--- src/rtl/led_seq_ctrl_if.sv ---
// led_seq_ctrl_if: memory-mapped bus; the master side arbitrates with req/gnt
interface led_seq_ctrl_if #(parameter int MM_ADDR_WIDTH = 8, parameter int MM_DATA_WIDTH = 16);
  logic req, gnt, we;
  logic [MM_ADDR_WIDTH-1:0] addr;
  logic [MM_DATA_WIDTH-1:0] wdata, rdata;
  modport master (output req, addr, wdata, we, input gnt);
  modport slave (input addr, wdata, we, output rdata);
endinterface

--- src/rtl/led_seq_ctrl.sv ---
// led_seq_ctrl: steps a 4-entry LED pattern table into the LED controller register over an arbitrated MM master port
// Optional SEQ_IRQ_EN adds seq_irq_o and a sticky IRQ flag in STAT bit4.
module led_seq_ctrl #(
  parameter int MM_ADDR_WIDTH = 8,
  parameter int MM_DATA_WIDTH = 16,
  parameter logic [MM_ADDR_WIDTH-1:0] REG_ADDR_SEQ_CTRL = 'h10,
  parameter logic [MM_ADDR_WIDTH-1:0] REG_ADDR_SEQ_PAT0 = 'h11,
  parameter logic [MM_ADDR_WIDTH-1:0] REG_ADDR_SEQ_STAT = 'h15,
  parameter logic [MM_ADDR_WIDTH-1:0] LED_CTRL_ADDR = 'h0E
) (
  input  logic clk_sys_i,
  input  logic rst_n_i,
  input  logic clk_8hz_i,
  led_seq_ctrl_if.slave mm_s,
  led_seq_ctrl_if.master mm_m,
  output logic seq_busy_o
`ifdef SEQ_IRQ_EN
  ,
  output logic seq_irq_o
`endif
);
  typedef enum logic [1:0] {IDLE, REQ, WRITE, WAIT} state_t;
  state_t state;
  logic en, oneshot, done, tick, step;
  logic [1:0] last, idx;
  logic [7:0] period, cnt;
  logic [2:0] sync;
  logic [8:0] cnt_nx;
  logic [11:0] stat;
  logic [MM_DATA_WIDTH-1:0] pat [4];
  assign cnt_nx = {1'b0, cnt} + 9'd1;
  assign step = tick && (cnt_nx >= {1'b0, (period == 8'd0) ? 8'd1 : period});
`ifdef SEQ_IRQ_EN
  logic irq_flag, fire;
  assign fire = state == WAIT && en && step && !(idx < last);
  // the IRQ flag takes the LSB of the tick count field
  assign stat = {cnt[7:1], irq_flag, done, seq_busy_o, idx};
`else
  assign stat = {cnt, done, seq_busy_o, idx};
`endif
  always_comb begin
    mm_s.rdata = '0;
    if (mm_s.addr == REG_ADDR_SEQ_CTRL) mm_s.rdata = MM_DATA_WIDTH'({period, last, oneshot, en});
    if (mm_s.addr == REG_ADDR_SEQ_STAT) mm_s.rdata = MM_DATA_WIDTH'(stat);
    for (int k = 0; k < 4; k++)
      if (mm_s.addr == REG_ADDR_SEQ_PAT0 + MM_ADDR_WIDTH'(k)) mm_s.rdata = pat[k];
  end
  always_ff @(posedge clk_sys_i) begin
    if (!rst_n_i) begin
      state <= IDLE;
      {en, oneshot, done, tick} <= '0;
      {last, idx, period, cnt, sync} <= '0;
      pat <= '{default: '0};
      mm_m.req <= 1'b0;
      mm_m.we <= 1'b0;
      mm_m.addr <= '0;
      mm_m.wdata <= '0;
      seq_busy_o <= 1'b0;
`ifdef SEQ_IRQ_EN
      seq_irq_o <= 1'b0;
      irq_flag <= 1'b0;
`endif
    end else begin
      sync <= {sync[1:0], clk_8hz_i};
      tick <= sync[1] & ~sync[2];
      if (mm_s.we && mm_s.addr == REG_ADDR_SEQ_CTRL) {period, last, oneshot, en} <= mm_s.wdata[11:0];
      for (int k = 0; k < 4; k++)
        if (mm_s.we && mm_s.addr == REG_ADDR_SEQ_PAT0 + MM_ADDR_WIDTH'(k)) pat[k] <= mm_s.wdata;
`ifdef SEQ_IRQ_EN
      seq_irq_o <= 1'b0;
      if (mm_s.we && mm_s.addr == REG_ADDR_SEQ_STAT) irq_flag <= 1'b0;
      if (fire) begin
        seq_irq_o <= 1'b1;
        irq_flag <= 1'b1;
      end
`endif
      case (state)
        IDLE: if (en) begin
          idx <= '0;
          done <= 1'b0;
          state <= REQ;
          mm_m.req <= 1'b1;
          seq_busy_o <= 1'b1;
        end
        REQ: if (!en) begin
          state <= IDLE;
          mm_m.req <= 1'b0;
          seq_busy_o <= 1'b0;
        end else if (mm_m.gnt) begin
          state <= WRITE;
          mm_m.we <= 1'b1;
          mm_m.addr <= LED_CTRL_ADDR;
          mm_m.wdata <= pat[idx];
        end
        WRITE: begin
          mm_m.we <= 1'b0;
          mm_m.addr <= '0;
          mm_m.wdata <= '0;
          mm_m.req <= 1'b0;
          cnt <= '0;
          state <= en ? WAIT : IDLE;
          seq_busy_o <= en;
        end
        WAIT: if (!en) begin
          state <= IDLE;
          seq_busy_o <= 1'b0;
        end else if (step) begin
          // idx beyond a shrunk LAST falls into the wrap/done branch
          if (idx < last) begin
            idx <= idx + 2'd1;
            state <= REQ;
            mm_m.req <= 1'b1;
          end else if (!oneshot) begin
            idx <= '0;
            state <= REQ;
            mm_m.req <= 1'b1;
          end else begin
            done <= 1'b1;
            en <= 1'b0;
            state <= IDLE;
            seq_busy_o <= 1'b0;
          end
        end else if (tick) cnt <= cnt + 8'd1;
      endcase
    end
  end
endmodule
--- src/flat_wrapper.sv ---
// flat-port wrapper written by rule: the top's interface ports become plain ports
module led_seq_ctrl_flat 
#(
  parameter int MM_ADDR_WIDTH = 8,
  parameter int MM_DATA_WIDTH = 16,
  parameter logic [MM_ADDR_WIDTH-1:0] REG_ADDR_SEQ_CTRL = 'h10,
  parameter logic [MM_ADDR_WIDTH-1:0] REG_ADDR_SEQ_PAT0 = 'h11,
  parameter logic [MM_ADDR_WIDTH-1:0] REG_ADDR_SEQ_STAT = 'h15,
  parameter logic [MM_ADDR_WIDTH-1:0] LED_CTRL_ADDR = 'h0E
)
  (clk_sys_i, rst_n_i, clk_8hz_i, seq_busy_o, mm_s_addr, mm_s_wdata, mm_s_we, mm_s_rdata, mm_m_req, mm_m_addr, mm_m_wdata, mm_m_we, mm_m_gnt);
  led_seq_ctrl_if #(.MM_ADDR_WIDTH(MM_ADDR_WIDTH), .MM_DATA_WIDTH(MM_DATA_WIDTH)) mm_s_i ();
  led_seq_ctrl_if #(.MM_ADDR_WIDTH(MM_ADDR_WIDTH), .MM_DATA_WIDTH(MM_DATA_WIDTH)) mm_m_i ();
  input  logic clk_sys_i;
  input  logic rst_n_i;
  input  logic clk_8hz_i;
  output logic seq_busy_o;
  input wire logic [$bits(mm_s_i.addr)-1:0] mm_s_addr;
  input wire logic [$bits(mm_s_i.wdata)-1:0] mm_s_wdata;
  input wire logic [$bits(mm_s_i.we)-1:0] mm_s_we;
  output wire logic [$bits(mm_s_i.rdata)-1:0] mm_s_rdata;
  output wire logic [$bits(mm_m_i.req)-1:0] mm_m_req;
  output wire logic [$bits(mm_m_i.addr)-1:0] mm_m_addr;
  output wire logic [$bits(mm_m_i.wdata)-1:0] mm_m_wdata;
  output wire logic [$bits(mm_m_i.we)-1:0] mm_m_we;
  input wire logic [$bits(mm_m_i.gnt)-1:0] mm_m_gnt;
  assign mm_s_i.addr = mm_s_addr;
  assign mm_s_i.wdata = mm_s_wdata;
  assign mm_s_i.we = mm_s_we;
  assign mm_s_rdata = mm_s_i.rdata;
  assign mm_m_req = mm_m_i.req;
  assign mm_m_addr = mm_m_i.addr;
  assign mm_m_wdata = mm_m_i.wdata;
  assign mm_m_we = mm_m_i.we;
  assign mm_m_i.gnt = mm_m_gnt;
  led_seq_ctrl #(.MM_ADDR_WIDTH(MM_ADDR_WIDTH), .MM_DATA_WIDTH(MM_DATA_WIDTH), .REG_ADDR_SEQ_CTRL(REG_ADDR_SEQ_CTRL), .REG_ADDR_SEQ_PAT0(REG_ADDR_SEQ_PAT0), .REG_ADDR_SEQ_STAT(REG_ADDR_SEQ_STAT), .LED_CTRL_ADDR(LED_CTRL_ADDR)) u_core (.clk_sys_i(clk_sys_i), .rst_n_i(rst_n_i), .clk_8hz_i(clk_8hz_i), .mm_s(mm_s_i), .mm_m(mm_m_i), .seq_busy_o(seq_busy_o));
endmodule
--- config.mk ---
export PLATFORM = sky130hd
export DESIGN_NAME = led_seq_ctrl_flat
export DESIGN_NICKNAME = d
export VERILOG_FILES = /design/src/rtl/led_seq_ctrl_if.sv /design/src/rtl/led_seq_ctrl.sv /design/src/flat_wrapper.sv
export SDC_FILE = /design/constraint.sdc
export NUM_CORES = 1
export LEC_CHECK = 0
export CORE_UTILIZATION = 55
export CTS_CLUSTER_DIAMETER = 50
export DETAILED_ROUTE_END_ITERATION = 8
export MAX_ROUTING_LAYER = met4
export PLACE_DENSITY = 0.79
export SETUP_SLACK_MARGIN = 0.5
export SLEW_MARGIN = 20
export SYNTH_ARGS = -nofsm -noshare
export SYNTH_HDL_FRONTEND = slang
export SYNTH_SLANG_ARGS = --single-unit
--- constraint.sdc ---
create_clock -name clk_sys_i -period 3.22 [get_ports clk_sys_i]
set_input_delay 0.644 -clock clk_sys_i [delete_from_list [all_inputs] [get_ports clk_sys_i]]
set_output_delay 0.644 -clock clk_sys_i [all_outputs]
set_load 0.05 [all_outputs]
==> results of run 1 <==
-- stage by stage --
| step | power, mW | hold WS (ns) | TNS [ns] | cell area, µm² | cells |
|---|---|---|---|---|---|
| floorplan | 1.53 | 0.367 | 0 | 6140 | 699 |
| global placement | 1.61 | 0.377 | -0.357 | 7160 | 883 |
| detailed placement | 1.62 | 0.375 | -0.773 | 7160 | 883 |
| CTS | 2.45 | 0.391 | 0 | 7620 | 917 |
| global route | 2.52 | 0.418 | 0 | 7870 | 923 |
| finish | 2.46 | 0.395 | 0 | 7870 | 923 |
-- worst max-delay path, stage by stage --
cell,delay (ns)
buf_6,0.09
or3b_4,0.42
buf_6,0.14
nor3_4,0.17
buf_4,0.15
buf_6,0.12
a22o_1,0.15
a22oi_2,0.09
a21oi_4,0.16
buf_12,0.15
-- state kept, by name (all words and copies together) (netlist names) --
register / cells
u_core.mm_m.wdata: 16
u_core.tick: 1
u_core.seq_busy_o: 1
u_core.last: 2
u_core.done: 1
u_core.mm_m.addr: 1
u_core.state: 2
u_core.idx: 2
u_core.oneshot: 1
u_core.pat: 64
u_core.period: 8
u_core.mm_m.req: 1
u_core.cnt: 8
u_core.sync: 3
u_core.en: 1
-- cells in the mapped netlist (5+ instances only) --
library cell and n:
a21oi_1 70, a22o_1 11, a22oi_1 32, and2_1 5, and3_1 6, buf_2 10
buf_4 14, buf_6 5, clkbuf_1 29, dfxtp_1 112, ha_1 15, inv_1 17
mux2i_1 42, mux4_2 16, nand2_1 123, nand2b_1 6, nand3_1 11, nand3_2 5
nor2_1 64, nor2b_1 10, nor4_1 6, o211ai_1 8, o21ai_0 24
-- worst paths after layout --
path                        from             to  slack, ns
hold reg to reg   u_core.sync[2]    u_core.tick       0.40
hold / removal    u_core.sync[2]    u_core.tick       0.40
setup reg to reg   u_core.cnt[5]  u_core.cnt[0]       0.32
setup / recovery    mm_s_addr[3]  mm_s_rdata[9]       0.28
-- timing repair --
| item | CTS | global route |
|---|---|---|
| setup buffers | 19 | 6 |
| setup endpoints to repair | 32 | 32 |
| pin swaps | 25 | 42 |
| resized for setup | 40 | 44 |
-- cell type report --
cell class | instances | area share (%)
Multi-Input combinational cell | 511 | 47.4
Sequential cell | 112 | 28.7
Timing Repair Buffer | 132 | 18.5
Tap cell | 136 | 2.16
Clock buffer | 9 | 1.57
Clock inverter | 6 | 0.874
Inverter | 17 | 0.811
-- cells by family after synthesis --
kind of cell / after synthesis
AND/OR/NAND/NOR: 254
AO/OA/AOI/OAI: 170
flip-flops: 112
buffers and inverters: 76
multiplexers: 62
adder cells (fa/ha/maj): 15
XOR/XNOR: 5
other: 1
-- metal layers --
metal	GRT usage (%)	wire (µm)	part of all wire, %
met5	-	0	0
met4	16.6	716	3.9
met3	3.92	1500	8.1
met2	55.1	9160	49
met1	39.7	7150	39
-- power by group through the flow --
| stage | sequential [mW] | clock, mW | combinational (mW) |
|---|---|---|---|
| finish | 1.39 | 0.866 | 0.206 |
| global route | 1.39 | 0.917 | 0.214 |
| CTS | 1.39 | 0.860 | 0.196 |
| detailed placement | 1.43 | 0 | 0.190 |
| global placement | 1.43 | 0 | 0.187 |
| floorplan | 1.43 | 0 | 0.0978 |
==> key figures, run 1 <==
Yosys
  – Sequential area share after synthesis: a little under two fifths
  – Mux cell area share after synthesis: between 10% and 20%
  – Flop and latch count out of synthesis: 112
  – Top FF cell, synth: dfxtp_1
  – Post-synthesis cell area: around 0.0059 mm²
  – Yosys top cell by area: dfxtp_1
  – Xor and xnor area share after synthesis: 0.737%
  – Ys Warns: 0
  – Compound-cell area share of the yosys netlist: 18.1%
  – EDFF count, synth: 0
  – Count of cell types in the netlist: 55
  – Synth top area share: between 30% and 40%
  – Avg Inst Size Synth: roughly 8.5 µm²
  – Post-synthesis adder-cell area fraction: ~3.2%
  – Cell count after synthesis: between 600 and 700
  – Area contributors post-synth: dfxtp_1 (38%), nand2_1 (7.8%), mux2i_1 (7.1%)
  – Main combinational cell family by area after synthesis: simple AND/OR/NAND/NOR gates
  – Post-synth ARST share: 0%
  – Post-synthesis simple-gate area fraction: between 10% and 20%

Job
  – Max Cap Viol: 0

STA
  – Max Slew Vio Count: 0
  – Worst-margin pin slew: just over 0.8 ns
  – Final setup viols: 0
  – Clock skew: around 0.019 ns
  – Minimum clock period: 2.94 ns
  – Max Freq: 340 MHz
  – Final worst slack: roughly 0.28 ns
  – Final Hold Viols: 0
  – Tcrit/Tclk final: about nine tenths
  – Slew margin rel.: about 44%
  – RSZ-0062 raised after global routing: true

Floorplan
  – Starting Density: between 50 and 60%
  – Site Rows: 37
  – DIE WIDTH: about 110 µm
  – Core area: about 0.010 mm²
  – Die height: between 100 and 150 µm
  – Die area: approximately 0.011 mm²
  – Io pins: between 70 and 80

Power
  – Pleak: around 3.0 nW
  – Peak VDD IR: approximately 0.00026 V
  – Psw: between 0.6 and 0.7 mW
  – Sw Ratio: between 20% and 30%
  – Seq pwr share: between 50% and 60%
  – Pwr dens: between 300 and 400 mW/mm²
  – Internal power: approximately 1.8 mW
  – Combinational share of power: 8.3%
  – Clock Power Share: a little over a third

Cells and area
  – Final core utilization: between 70 and 80%
  – Reg area: between 0.002 and 0.0025 mm²
  – Area Growth Syn to Fin: 32.5%
  – Multi-input logic area: 0.00373 mm²
  – # diodes: 0
  – Fill count: 700
  – Commonest non-fill, non-tap cell in the layout: nand2_1
  – Final nets: 827
  – Commonest non-fill, non-tap cells in the layout: nand2_1 (123), dfxtp_1 (106), nor2_1 (62)
  – Layout cells sized above 1: between 20% and 30%

Critical path
  – Setup crit end kind: primary output
  – WP data required: ~2.6 ns
  – Crit path DAT: between 2 and 2.5 ns
  – Cells on worst reg2reg path: 9
  – Worst-path maximum fanout: 8
  – Critical Path Start Type: primary input
  – Setup CP Type: in -> out

Route
  – Vias per inst: 6.35
  – Pre-antenna DRT Iters: 7
  – Antenna Nets Post-Route: 0
  – # DRC: 0
  – Routed wire per std cell: 20.1 µm
  – Via count: 5857
  – Drt initial violations: around 530
  – Post-Route WL: roughly 19000 µm

Clock tree
  – Root buf cell: clkbuf_8
  – CTS Buf Count: 9
  – CTS Buffer Depth: 2
  – Sink Count: 112
  – TritonCTS clock tree: built
  – Clock Latency Late Sink: 0.38 ns
  – Hold-fix buffers, CTS: 0
  – H-tree Lvls: 3
  – Clock slew at reported path FFs: ~0.11 ns

Global route
  – Antenna violations before repair: 0
  – First-pass GRT wire length: 28000 µm
  – Pin count of the biggest net entering global routing: 83
  – Total GRT Usage: approximately 33%
  – Number of global-route vias before repair: ~5600
  – GR Overflow Total: 0

Min path
  – Min-delay worst type: reg -> reg
  – Hold path depth: 1

Place
  – DP Worst Slack: -0.0767 ns
  – HPWL after detailed placement: between 10000 and 15000 µm
  – IO Port Bufs: 66
  – RePlAce Congestion: 0.906

Outcome
  – Status: finished clean
Note: power is estimated with default switching activity, not from simulation.
==> run 2: changes to the inputs <==
--- a/config.mk
+++ b/config.mk
@@ -5,13 +5,14 @@
 export SDC_FILE = /design/constraint.sdc
 export NUM_CORES = 1
 export LEC_CHECK = 0
-export CORE_UTILIZATION = 55
+export CORE_UTILIZATION = 56
 export CTS_CLUSTER_DIAMETER = 50
 export DETAILED_ROUTE_END_ITERATION = 8
 export MAX_ROUTING_LAYER = met4
-export PLACE_DENSITY = 0.79
+export PLACE_DENSITY = 0.8
 export SETUP_SLACK_MARGIN = 0.5
 export SLEW_MARGIN = 20
 export SYNTH_ARGS = -nofsm -noshare
 export SYNTH_HDL_FRONTEND = slang
 export SYNTH_SLANG_ARGS = --single-unit
+export TNS_END_PERCENT = 10
==> run 2 against run 1 <==
- worst hold slack got worse by 0.0028 ns
- critical path depth is 1 lower
- flip-flop and latch count stayed put
- sequential share of layout area is 0.85 points higher
- combinational power about the same
- maximum frequency down 1.3%
- via count about the same
- largest power group unchanged
- highest routed layer unchanged
- cell area shrank 2.9%
- cell count down 0.43%
==> key figures, run 2 (synthesized netlist as in run 1, its figures left out) <==
Outcome
  – Status: finished clean

Cells and area
  – Regs by FF count: u_core.pat x64, u_core.mm_m.wdata x16
  – Final nets: 822 (-0.60%)
  – # diodes: 0 (unchanged)
  – Register name with the most flops: u_core.pat
  – Commonest non-fill, non-tap cells in the layout: nand2_1 (123), dfxtp_1 (107), nor2_1 (63)
  – Max reg flops: 64 (unchanged)
  – Fill count: 721 (+3.0%)
  – Commonest non-fill, non-tap cell in the layout: nand2_1
  – Area Growth Syn to Fin: 28.6%
  – Design Area, Final: 0.00764 mm² (-2.9%)
  – Final core utilization: 74.0% (-1.6 points)
  – Layout cells sized above 1: 22.2% (-2.3 points)

Route
  – Routed wire per std cell: 19.6 µm (-2.2%)
  – Vias per inst: 6.37 (+0.42%)
  – Drt initial violations: 578 (+9.3%)
  – Antenna Nets Post-Route: 0 (unchanged)
  – Pre-antenna DRT Iters: 6 (-1)
  – Via count: 5856 (-0.017%)
  – Post-Route WL: 18000 µm (-2.6%)
  – # DRC: 0 (unchanged)

Global route
  – Number of global-route vias before repair: 5692 (+2.3%)
  – GR Overflow Total: 0 (unchanged)
  – Antenna violations before repair: 0 (unchanged)
  – First-pass GRT wire length: 28200 µm (+0.82%)
  – Pin count of the biggest net entering global routing: 84 (+1.2%)
  – Total GRT Usage: 33.4% (+0.33 points)

STA
  – Minimum clock period: 2.98 ns (+0.0377 ns)
  – RSZ-0062 raised after global routing: true
  – Tcrit/Tclk final: 92.4% (+1.2 points)
  – Max Freq: 336 MHz (-1.3%)
  – Final setup viols: 0 (unchanged)
  – TNS Setup: 0 ns (unchanged)
  – Max Slew Vio Count: 0 (unchanged)
  – Slew margin rel.: 38.9% (-5.4 points)
  – Hold Slack: 0.393 ns (-0.00281 ns)
  – Final Hold Viols: 0 (unchanged)
  – Worst-margin pin slew: 0.912 ns (+0.0808 ns)
  – Clock skew: 0.0126 ns (-0.00667 ns)

Clock tree
  – TritonCTS clock tree: built
  – Clock slew at reported path FFs: 0.11 ns (about the same)
  – Clock Latency Late Sink: 0.38 ns (about the same)
  – CTS Buffer Depth: 2 (unchanged)
  – Root buf cell: clkbuf_8
  – Sink Count: 112 (unchanged)
  – Hold-fix buffers, CTS: 0 (unchanged)
  – CTS Buf Count: 9 (unchanged)
  – H-tree Lvls: 3 (unchanged)

Power
  – Pwr dens: 316 mW/mm² (+1.1%)
  – Pleak: 2.94 nW (-2.9%)
  – Peak VDD IR: 0.000211 V (-20%)

Floorplan
  – Io pins: 72 (unchanged)
  – Starting Density: 57.5% (+0.51 points)
  – DIE WIDTH: 105 µm (-0.88%)
  – Die area: 0.0110 mm² (-1.8%)
  – Site Rows: 37 (unchanged)
  – Core area: 0.0103 mm² (-0.89%)
  – Die height: 105 µm (-0.88%)

Job
  – Max Cap Viol: 0 (unchanged)

Place
  – Dpl cell area: 0.00717 mm² (+0.14%)
  – RePlAce Congestion: 0.928 (+2.5%)
  – IO Port Bufs: 66 (unchanged)
  – HPWL after detailed placement: 12100 µm (+2.9%)

Critical path
  – Critical Path, Cell by Cell: buf_6, or3b_4, buf_6, nor3_4, buf_6, a31oi_2, a21oi_2, o22a_1, buf_12
  – Slowest stage delay, CP: 0.42 ns (about the same)
  – Crit-path leading delay family: simple AND/OR/NAND/NOR gates
  – Setup CP Type: in -> out
  – Worst-path maximum fanout: 8 (unchanged)
  – WP data required: 2.58 ns (about the same)
  – Setup crit end kind: primary output
  – Max stage delay cell, worst path: or3b_4
  – CP dominant cell by count: buf_6
  – Crit path DAT: 2.33 ns (+0.04 ns)
  – Buf/Inv on CP: 4 (-1)
  – Critical Path Start Type: primary input

Min path
  – Min-delay worst type: reg -> reg
run 2: cell types whose count changed in the layout (fill, tap and decap cells not counted), sizes merged:
cell	delta
clkbuf	+1
buf	-6
dlymetal6s2s	-2
dlygate4sd2	+2
o211a	+1
bufinv	-1
inv	+2
clkinv	-1
run 2: area by class of cell:
class	instances	area (µm²)	share of cell area, %
sequential	112	2260	29.5
timing repair buffer	126	1320	17.3
clock buffer	10	138	1.80
multi-input combinational	512	3650	47.7
tap	136	170	2.23
clock inverter	6	50.0	0.655
inverter	17	63.8	0.835
run 2: stage by stage:
stage / power, mW / std cells / setup WS, ns
final: 2.42 / 919 / 0.245
after global routing: 2.49 / 919 / 0.206
after CTS: 2.41 / 913 / 0.282
after detailed placement: 1.62 / 890 / -0.0646
after global placement: 1.61 / 890 / -0.0599
after floorplan: 1.53 / 699 / 0.296
run 2: path summary, 6_finish.rpt:
check            startpoint             to  slack (ns)  depth (start not counted)
max reg2reg   u_core.cnt[5]  u_core.cnt[0]        0.45                          9
max            mm_s_addr[5]  mm_s_rdata[7]        0.24                          9
min          u_core.sync[2]    u_core.tick        0.39                          1
min reg2reg  u_core.sync[2]    u_core.tick        0.39                          1
run 2: timing repair:
item                       in CTS  in global routing
resized for setup              25                 32
buffers inserted                7                  5
setup endpoints to repair      33                 32
cloned                          0                  1
pin swaps                      12                 17
run 2: per-layer routing:
layer	up-vias	track usage (%)	part of all wire, %
li1	2608	-	-
met1	2820	39.4	38
met2	352	56.8	50
met3	76	3.68	8.4
met4	0	16.0	3.7
met5	-	-	0
run 2: worst register-to-register path: stages (launching register included):
cell and delay, ns:
dfxtp_2 0.43, nand2_1 0.12, nor3_2 0.24, xor2_1 0.24, ha_1 0.29, and3_4 0.21, a221oi_4 0.34, o211ai_1 0.24
or4_1 0.50, o21ai_0 0.08
run 2: power by group:
group / leakage (nW) / internal [mW] / switching [mW]
logic: 1.94 / 0.0786 / 0.124
clock network: 0.0952 / 0.315 / 0.508
registers: 0.906 / 1.39 / 0.00461
total: 2.94 / 1.78 / 0.637
